`config.mk`:
```
export PLATFORM = sky130hd
export DESIGN_NAME = updown_counter8
export DESIGN_NICKNAME = d
export VERILOG_FILES = /design/src/rtl/updown_counter8.sv
export SDC_FILE = /design/constraint.sdc
export NUM_CORES = 1
export LEC_CHECK = 0
export ABC_AREA = 1
export CORE_MARGIN = 2
export CORE_UTILIZATION = 45
export CTS_CLUSTER_SIZE = 40
export DETAILED_ROUTE_END_ITERATION = 12
export PLACE_DENSITY_LB_ADDON = 0.08
export SLEW_MARGIN = 20
export SYNTH_ARGS = -nofsm -noshare
export SYNTH_HDL_FRONTEND = slang
export SYNTH_SLANG_ARGS = --single-unit
```
`constraint.sdc`:
```
create_clock -name clk -period 3.8 [get_ports clk]
set_input_delay 0.57 -clock clk [delete_from_list [all_inputs] [get_ports clk]]
set_output_delay 0.57 -clock clk [all_outputs]
set_load 0.01 [all_outputs]
```
`src/rtl/updown_counter8.sv`:
```
// Free-running synchronous up/down counter with terminal-value flags and a
// registered one-cycle wrap pulse. rst_n is active-high despite its name.
module updown_counter8 #(
    parameter int unsigned WIDTH = 8
) (
    input  logic             clk,
    input  logic             rst_n,
    input  logic             down,
    output logic [WIDTH-1:0] count,
    output logic             at_zero,
    output logic             at_max,
    output logic             wrap
);

    localparam logic [WIDTH-1:0] ONE = {{(WIDTH-1){1'b0}}, 1'b1};

    always_ff @(posedge clk) begin
        if (rst_n) begin
            count <= '0;
            wrap  <= 1'b0;
        end else if (!down) begin
            count <= count + ONE;
            wrap  <= (count == '1);
        end else begin
            count <= count - ONE;
            wrap  <= (count == '0);
        end
    end

    always_comb begin
        at_zero = (count == '0);
        at_max  = (count == '1);
    end

endmodule

```
* After elaboration in Yosys (flattened, before gate mapping) *
Index checks and enable logic that the tools add are counted.

word-level totals
  flip-flop bits (word level) = 9
  input bits = 3
  output and inout port bits = 11
  logic and storage cells = 8

cells by class
  add/sub/neg operators = 2
  equal/unequal tests = 1
  mux-type cells = 2
  reductions and logical operators = 1

operator list
  operator               number
  $add A8 B1 Y8 const B  1
  $eq A8 B8 Y1 const B   1
  $logic_not A8 Y1       1
  $mux W8                1
  $sub A8 B1 Y8 const B  1
  $mux W1                1

* Longest topological paths before layout *
Gate-level depths: netlist of the first run.

  depth after elaboration = 2
  mapped depth = 9
  depth with buffers taken out = 9

* Worst setup path after synthesis of the first run *
No wires, ideal clock.

  path type = input to register
  start = input port down
  end = register count[6]
  library setup time = 0.115 ns
  arrival = 1.459 ns
  data required time = 3.685 ns
  slack = 2.226 ns
  stages = 8
  path buffers = 0
  cells stage by stage = inv_1 > fa_1 > inv_1 > nand2_1 > nand2_1 > nand3b_1 > a21oi_1 > nor2_1

between the ends
  cells in the longest elaborated chain, start to end = 1

RTL lines
  what                  line  source
  start, declared       8     input logic down,
  $mux W8               21    end else if (!down) begin
  end signal, assigned  22    count <= count + ONE;
  end signal, assigned  25    count <= count - ONE;
  end, declared         9     output logic [WIDTH-1:0] count,

No other way between the ends.
A chain may end at the register's enable or synchronous reset.

* Worst setup path in the final report of the first run *
Ends and elaborated chain as after synthesis.

==> key figures, run 1 <==
Hold path
  – Worst Hold Class: reg -> reg
  – HP Start: count[0]

Route
  – Drt wl/cell: 9.61 um
  – Drt first pass iters: 2
  – Final WL: 1150 um
  – # DRC: 0
  – Vias per cell: 4.63
  – Vias: 556
  – ANT nets after route: 0
  – Initial detailed-routing violation count: 10

Synth
  – Syn nets: 98
  – Syn Area/Cell: 6.78 sq um
  – Post-synth top area share: 0.302
  – Area contributors post-synth: dfxtp_1 30%, nor2_1 13%, ha_1 13%
  – Synth cell types: 18
  – YS warnings: 0
  – Mapped cell area: 597 sq um
  – Cell taking the most area after synthesis: dfxtp_1
  – Yosys reg bits: 9
  – Register area share after synthesis: 0.302
  – Syn Inst Count: 88

Floorplan
  – Initial core utilization: 0.470
  – I/O pins: 14
  – CORE AREA: 0.00127 sq mm
  – Chip Height: 40.4 um
  – DIE WIDTH: 40.4 um
  – Row count: 13
  – Die ar.: 0.00163 sq mm

Layout
  – Antenna diode count: 0
  – Layout area overhead: 29.4%
  – Finished Layout Cells: 120
  – Layout cells sized above 1: 0.0762
  – Final #Nets: 116

Power and ir drop
  – Sw frac: 0.375
  – Flop pwr share: 0.338
  – VDD IR-drop max: 238 uV
  – NetSw: 0.000150 W
  – Logic gate share of total power: 0.476
  – Leak: 0.375 nW
  – Cell internal pwr: 0.000251 W
  – PwrDens: 520 mW/mm^2
  – Clock power frac: 0.186
  – Total Power: 0.000401 W

Placed design
  – DP HPWL: 966 um
  – Inst Count DP: 116
  – GPL Wtd Cong: 0.793
  – Port-buffer cells: 13

Flow run
  – Max-cap violations: 0

STA
  – Setup TNS: 0 ps
  – RSZ-0062 raised after global routing: false
  – Relative slew margins: 0.766
  – Final Slew Violations: 0
  – Final Hold Fails: 0
  – Tcrit/Tclk final: 0.571
  – Final min period: 2170 ps
  – Final setup violating endpoints: 0
  – Skew final: 6.03 ps
  – Fmax: 0.461 GHz
  – Worst-Margin Slew: 350 ps

CTS
  – Post-CTS Hold Fix Bufs: 0
  – CTS tree: built
  – Cts repair resizes: 0
  – # clock sinks: 9
  – Setup Fix Bufs, Post-CTS: 0
  – # H-tree levels: 1
  – Max Root-Sink Buffers: 2
  – Clk pin slew, worst setup/hold paths: 70 ps
  – Clk Tree Root Cell: clkbuf_4
  – Clock Latency Late Sink: 260 ps
  – Total CTS buffers: 3

Outcome
  – Status: completed

Setup path
  – Critical path class: in -> reg
  – Critical path launch point type: input port
  – Required time of the critical path: 3960 ps
  – Peak fanout along the critical path: 9
  – Worst reg2reg startpoint: count[0]
  – Critical Path AT: 2330 ps
  – Worst Setup SP: down
  – Setup crit end kind: flop

GRT
  – Antenna violations before repair: 0
  – Grt ovf: 0
  – Global-route usage over all layers: 0.179
  – Largest net degree at the start of global routing: 10
  – First-pass GRT wire length: 1930 um
  – Number of global-route vias before repair: 456
power groups by stage:
stage	sequential, W	clock, W	combinational (W)
after floorplan	0.000143	0	0.000118
after global placement	0.000138	0	0.000191
after detailed placement	0.000138	0	0.000191
after CTS	0.000136	0.0000770	0.000192
after global routing	0.000140	0.0000825	0.000219
final	0.000136	0.0000747	0.000191
area by class of cell:
class,count,area [sq um]
clock buffer,4,26.3
timing repair buffer,13,130
multi-input combinational,68,375
inverter,11,41.3
fill,124,497
sequential,9,180
tap,15,18.8
synth_stat cells, drive strengths merged:
master	number
dfxtp	9
clkinv	1
nand3	5
or2	2
inv	10
nor2	21
and2	2
nand4	2
nand2	20
ha	6
fa	1
o21ai	1
xnor2	1
a21oi	5
nand3b	2
through the flow:
stage	hold WS (ps)	utilization	worst slack [ps]	cell area (sq um)
after detailed placement	477	0.588	1340	746
after floorplan	477	-	2230	597
after global placement	474	0.588	1410	746
after global routing	504	0.608	1450	772
after CTS	492	0.608	1620	772
final	494	0.608	1630	772
registers in the layout (all words and copies together) (netlist names):
register and count:
wrap 1, count 8
worst max-delay path, stage by stage:
cell and delay (ps):
clkdlybuf4s50_1 680, inv_1 150, fa_1 420, inv_1 80, nand2_1 70, nand2_1 80
nand3b_1 100, a21oi_1 130, nor2_1 50
cell usage in the layout, fill, tap and decap left out, types with 2 or more instances in the layout:
master	synthesis	routed
inv_1	9	9
nand3b_1	2	2
nand2_1	19	19
nand4_1	2	2
clkdlybuf4s50_1	0	13
and2_4	2	2
a21oi_1	5	5
nor2_1	21	21
dfxtp_1	9	9
clkbuf_4	0	3
nand3_1	5	5
ha_1	6	6
logic make-up after synthesis:
family                   count (synthesis)  share of synthesized area
buffers and inverters                   11                     0.0692
XOR/XNOR                                 1                     0.0147
AND/OR/NAND/NOR                         54                      0.405
AO/OA/AOI/OAI                            6                     0.0503
adder cells (fa/ha/maj)                  7                      0.159
flip-flops                               9                      0.302
worst paths after layout:
| kind | to | slack (ps) | depth (start not counted) |
|---|---|---|---|
| min reg2reg | count[0] | 490 | 1 |
| max reg2reg | count[6] | 2320 | 8 |
| min | count[0] | 490 | 1 |
| max | count[6] | 1630 | 9 |
per-layer routing:
| layer | global-route usage | vias up | wire (um) |
|---|---|---|---|
| met5 | 0 | - | 0 |
| met4 | 0.0500 | 0 | 0 |
| met3 | 0.0500 | 0 | 27 |
| met2 | 0.250 | 4 | 490 |
| met1 | 0.262 | 239 | 636 |
| li1 | - | 313 | - |
Note: power is estimated with default switching activity, not from simulation.
==> run 2: changes to the inputs <==
- clock period: 3.8 -> 2.2 ns (I/O delays scaled with it)
==> run 2 against run 1 <==
Effect of this change:
- worst setup slack worse by 1300 ps
- clock power up 79%
- design area up 1.1%
- total power up 76%
- global-route usage up 1.6 points
- first-iteration DRC count up 10%
- critical path depth down 5
- utilization up 0.69 points
==> key figures, run 2 (synthesis results as in run 1) <==
CTS
  – # clock sinks: 9
  – Clk pin slew, worst setup/hold paths: 70 ps
  – # H-tree levels: 1
  – Setup Fix Bufs, Post-CTS: 0
  – Clock Latency Late Sink: 270 ps
  – Max Root-Sink Buffers: 2
  – Clk Tree Root Cell: clkbuf_4
  – Post-CTS Hold Fix Bufs: 0
  – Total CTS buffers: 3
  – Cts repair resizes: 0
  – CTS tree: built

GRT
  – Global-route usage over all layers: 0.195
  – Antenna violations before repair: 0
  – Number of global-route vias before repair: 418
  – Grt ovf: 0
  – First-pass GRT wire length: 1930 um
  – Largest net degree at the start of global routing: 9

Placed design
  – DP HPWL: 1050 um
  – GPL Wtd Cong: 0.868
  – Port-buffer cells: 13
  – Dpl cell area: 753 sq um

Setup path
  – Worst path most repeated cell: nor2_1
  – R2R cell count: 8
  – CP peak stage delay: 560 ps
  – Critical path class: reg -> out
  – Peak fanout along the critical path: 4
  – Critical path launch point type: flop
  – Required time of the critical path: 1870 ps
  – Critical-path cell list: nor2_1 -> nand3_1 -> nor2_1 -> clkdlybuf4s50_1
  – Critical Path AT: 1540 ps
  – Slowest CP cell: clkdlybuf4s50_1
  – Setup crit end kind: output port

Layout
  – Antenna diode count: 0
  – Fin area: 781 sq um
  – Register Area: 180 sq um
  – Commonest non-fill, non-tap cell in the layout: nor2_1
  – Layout area overhead: 30.8%
  – Filler Cells Inserted: 119
  – Layout cells sized above 1: 0.0943
  – Final #Nets: 117
  – Top reg by flops: count
  – Commonest non-fill, non-tap cells in the layout: 21 x nor2_1, 19 x nand2_1, 13 x clkdlybuf4s50_1
  – Multi-input gate area: 375 sq um
  – Largest register FFs: 8
  – Top Registers: count: 8 flops, wrap: 1 flops

Power and ir drop
  – Leak: 0.383 nW
  – VDD IR-drop max: 448 uV
  – PwrDens: 907 mW/mm^2

Route
  – ANT nets after route: 0
  – Final WL: 1300 um
  – Drt wl/cell: 10.8 um
  – Drt first pass iters: 4
  – # DRC: 0
  – Vias: 587
  – Vias per cell: 4.85
  – Initial detailed-routing violation count: 11

STA
  – Final min period: 1870 ps
  – Hold slack final: 476 ps
  – Final setup violating endpoints: 0
  – Final Slew Violations: 0
  – RSZ-0062 raised after global routing: false
  – Tcrit/Tclk final: 0.848
  – Setup TNS: 0 ps
  – Relative slew margins: 0.857
  – Final Hold Fails: 0
  – Worst-Margin Slew: 215 ps
  – Skew final: 3.85 ps
  – Fmax: 0.536 GHz

Floorplan
  – Die ar.: 0.00163 sq mm
  – Row count: 13
  – Chip Height: 40.4 um
  – DIE WIDTH: 40.4 um
  – CORE AREA: 0.00127 sq mm
  – I/O pins: 14
  – Initial core utilization: 0.470

Hold path
  – Worst Hold Class: reg -> reg
  – Hold Path Stages: 1

Outcome
  – Status: completed

Flow run
  – Max-cap violations: 0
[run 2: changes by cell type in the layout (fill, tap and decap cells not counted), sizes merged]
| cell | before | now |
|---|---|---|
| buf | 0 | 1 |
| clkbuf | 4 | 3 |
| clkinv | 1 | 2 |
[run 2: critical path: cells and delay by family, from the launching register on]
kind / cells / cell delay [ps]
buffers and inverters: 1 / 560
DFF: 1 / 360
and+or+nand+nor: 3 / 340
[run 2: final timing paths]
path	slack, ps	end	startpoint
worst max-delay path	330	at_zero	count[7]
worst min-delay path	480	count[0]	count[0]
worst max register to register	710	count[6]	count[0]
worst min register to register	480	count[0]	count[0]
[run 2: layer usage]
layer,vias to the layer above,wire [um],GRT usage
met1,254,659,0.252
li1,319,-,-
met2,10,558,0.258
met5,-,0,0
met4,0,30,0.100
met3,4,51,0.100
[run 2: cell type report]
class,count,area share
Multi-Input combinational cell,68,0.481
Sequential cell,9,0.231
Timing Repair Buffer,14,0.176
Inverter,11,0.0529
Clock buffer,3,0.0288
Tap cell,15,0.0240
Clock inverter,1,0.00641
[run 2: stage by stage]
stage          power, W  std cells  setup WS (ps)   util
6_report       0.000708        121            334  0.615
5_1_grt        0.000771        121            231  0.615
4_1_cts        0.000713        121            343  0.615
3_5_place_dp   0.000576        117            206  0.594
3_3_place_gp   0.000571        117            258  0.594
2_1_floorplan  0.000450         88            767      -
[run 2: power breakdown]
group          total (W)  leakage [nW]  switching (W)  internal (W)
sequential      0.000236        0.0751      0.0000384      0.000198
clock           0.000134        0.0177      0.0000662     0.0000674
combinational   0.000338         0.290       0.000170      0.000168
==> run 3: changes to the inputs <==
- CORE_UTILIZATION: 45 -> 42
- clock period: 2.2 -> 1.5 ns (I/O delays scaled with it)
==> run 3 against run 2 <==
Effect of this change:
- global-route usage decreased by 1.9 points
- clock skew rose by 0.59 ps
- non-clock buffer count grew 7
- sequential power rose by 52%
- die area up 6.4%
- sequential share of layout area is 1.0 points lower
- utilization increased by 3.9 points
- hold slack improved by 51 ps
- cell count up 5.8%
- design area rose by 10%
- count of clock-buffer cells in the layout up 1
- largest cell class unchanged
- largest power group unchanged
- highest routed layer unchanged
==> key figures, run 3 (synthesis results as in run 1) <==
Outcome
  – Status: completed

Power and ir drop
  – VDD IR-drop max: 763 uV
  – PwrDens: 1300 mW/mm^2
  – Leak: 0.437 nW

Layout
  – Top reg by flops: count
  – Final #Nets: 124
  – Largest register FFs: 8
  – Top Registers: count: 8 flops, wrap: 1 flops
  – Filler Cells Inserted: 132
  – Multi-input gate area: 397 sq um
  – Fin area: 862 sq um
  – Commonest non-fill, non-tap cells in the layout: 21 x nor2_1, 17 x nand2_1, 9 x clkdlybuf4s50_1
  – Layout area overhead: 44.4%
  – Antenna diode count: 0
  – Layout cells sized above 1: 0.265
  – Commonest non-fill, non-tap cell in the layout: nor2_1
  – Register Area: 190 sq um

Floorplan
  – CORE AREA: 0.00132 sq mm
  – Die ar.: 0.00174 sq mm
  – Chip Height: 41.7 um
  – Initial core utilization: 0.453
  – I/O pins: 14
  – DIE WIDTH: 41.7 um
  – Row count: 13

CTS
  – Clk Tree Root Cell: clkbuf_4
  – CTS tree: built
  – Total CTS buffers: 3
  – Max Root-Sink Buffers: 2
  – # clock sinks: 9
  – Clock Latency Late Sink: 270 ps
  – # H-tree levels: 1
  – Clk pin slew, worst setup/hold paths: 60 ps
  – Post-CTS Hold Fix Bufs: 0

GRT
  – First-pass GRT wire length: 2260 um
  – Largest net degree at the start of global routing: 9
  – Grt ovf: 0
  – Global-route usage over all layers: 0.176
  – Number of global-route vias before repair: 526
  – Antenna violations before repair: 0

STA
  – Worst-Margin Slew: 195 ps
  – Relative slew margins: 0.869
  – RSZ-0062 raised after global routing: false
  – Fin worst setup slack: 35.6 ps
  – Skew final: 4.45 ps
  – Fmax: 0.683 GHz
  – Final min period: 1460 ps
  – Final Hold Fails: 0
  – Final setup violating endpoints: 0
  – Final Slew Violations: 0
  – Tcrit/Tclk final: 0.976

Hold path
  – Worst Hold Class: reg -> reg

Route
  – Drt wl/cell: 11.2 um
  – Initial detailed-routing violation count: 20
  – ANT nets after route: 0
  – Vias per cell: 5.08
  – Drt first pass iters: 4
  – Final WL: 1440 um
  – Vias: 650
  – # DRC: 0

Setup path
  – Critical path launch point type: flop
  – Critical path class: reg -> out
  – Peak fanout along the critical path: 3
  – Cell family with most CP delay: buffers and inverters
  – Setup crit end kind: output port
  – Required time of the critical path: 1270 ps
  – CP peak stage delay: 520 ps
  – Slowest CP cell: clkdlybuf4s50_1
  – CP bufs+invs: 2
  – Critical Path AT: 1240 ps
  – Critical-path cell list: buf_4 -> clkdlybuf4s50_1

Placed design
  – DP Worst Slack: -327 ps
  – Port-buffer cells: 13
  – GPL Wtd Cong: 0.897
  – DP HPWL: 1080 um
  – Dpl cell area: 806 sq um

Flow run
  – Max-cap violations: 0
-- run 3: cell types whose count changed in the layout (fill, tap and decap cells not counted), moves of 2 or more --
cell / delta
dfxtp_1: -8
dfxtp_2: +8
buf_4: +7
clkdlybuf4s50_1: -4
dlygate4sd2_1: +3
inv_1: -2
inv_2: +2
nand2_1: -2
nand2_2: +2
-- run 3: stage by stage --
| step | utilization | std cells | setup TNS (ps) | hold slack, ps | power, W |
|---|---|---|---|---|---|
| global route | 0.654 | 128 | 0 | 537 | 0.00120 |
| floorplan | - | 88 | 0 | 292 | 0.000660 |
| CTS | 0.645 | 128 | 0 | 528 | 0.00111 |
| finish | 0.654 | 128 | 0 | 527 | 0.00112 |
| global placement | 0.612 | 124 | -1600 | 565 | 0.000887 |
| detailed placement | 0.612 | 124 | -1670 | 563 | 0.000888 |
-- run 3: worst paths after layout --
check	start	slack, ps	depth (start not counted)	endpoint
max reg2reg	count[0]	90	8	count[6]
max	count[5]	40	2	count[5]
min reg2reg	count[0]	530	2	count[0]
min	count[0]	530	2	count[0]
-- run 3: worst register-to-register path, stage by stage (launching register included) --
cell	delay, ps
dfxtp_2	350
inv_1	80
fa_1	400
inv_2	80
nand2_2	60
nand2_2	60
nand3b_1	90
a21oi_1	130
nor2_1	60
-- run 3: where the power goes --
group / internal (W) / switching (W)
Sequential: 0.000301 / 0.0000568
Combinational: 0.000296 / 0.000269
Clock: 0.000103 / 0.0000941
Total: 0.000699 / 0.000420
-- run 3: routing by layer --
layer  vias up  GRT usage  routed length, um
met5         -          0                  0
li1        329          -                  -
met4         0     0.0774                 17
met1       295      0.224                617
met3         2     0.0522                100
met2        24      0.275                704
-- run 3: cell type report --
cell class,instances,share of cell area
multi-input combinational,68,0.460
timing repair buffer,21,0.219
clock buffer,4,0.0305
tap,15,0.0218
sequential,9,0.221
inverter,11,0.0479
-- run 3: repair_timing --
action	CTS	global route
setup buffers	0	0
setup endpoints to repair	9	4
resized for setup	12	6
pin swaps	1	1
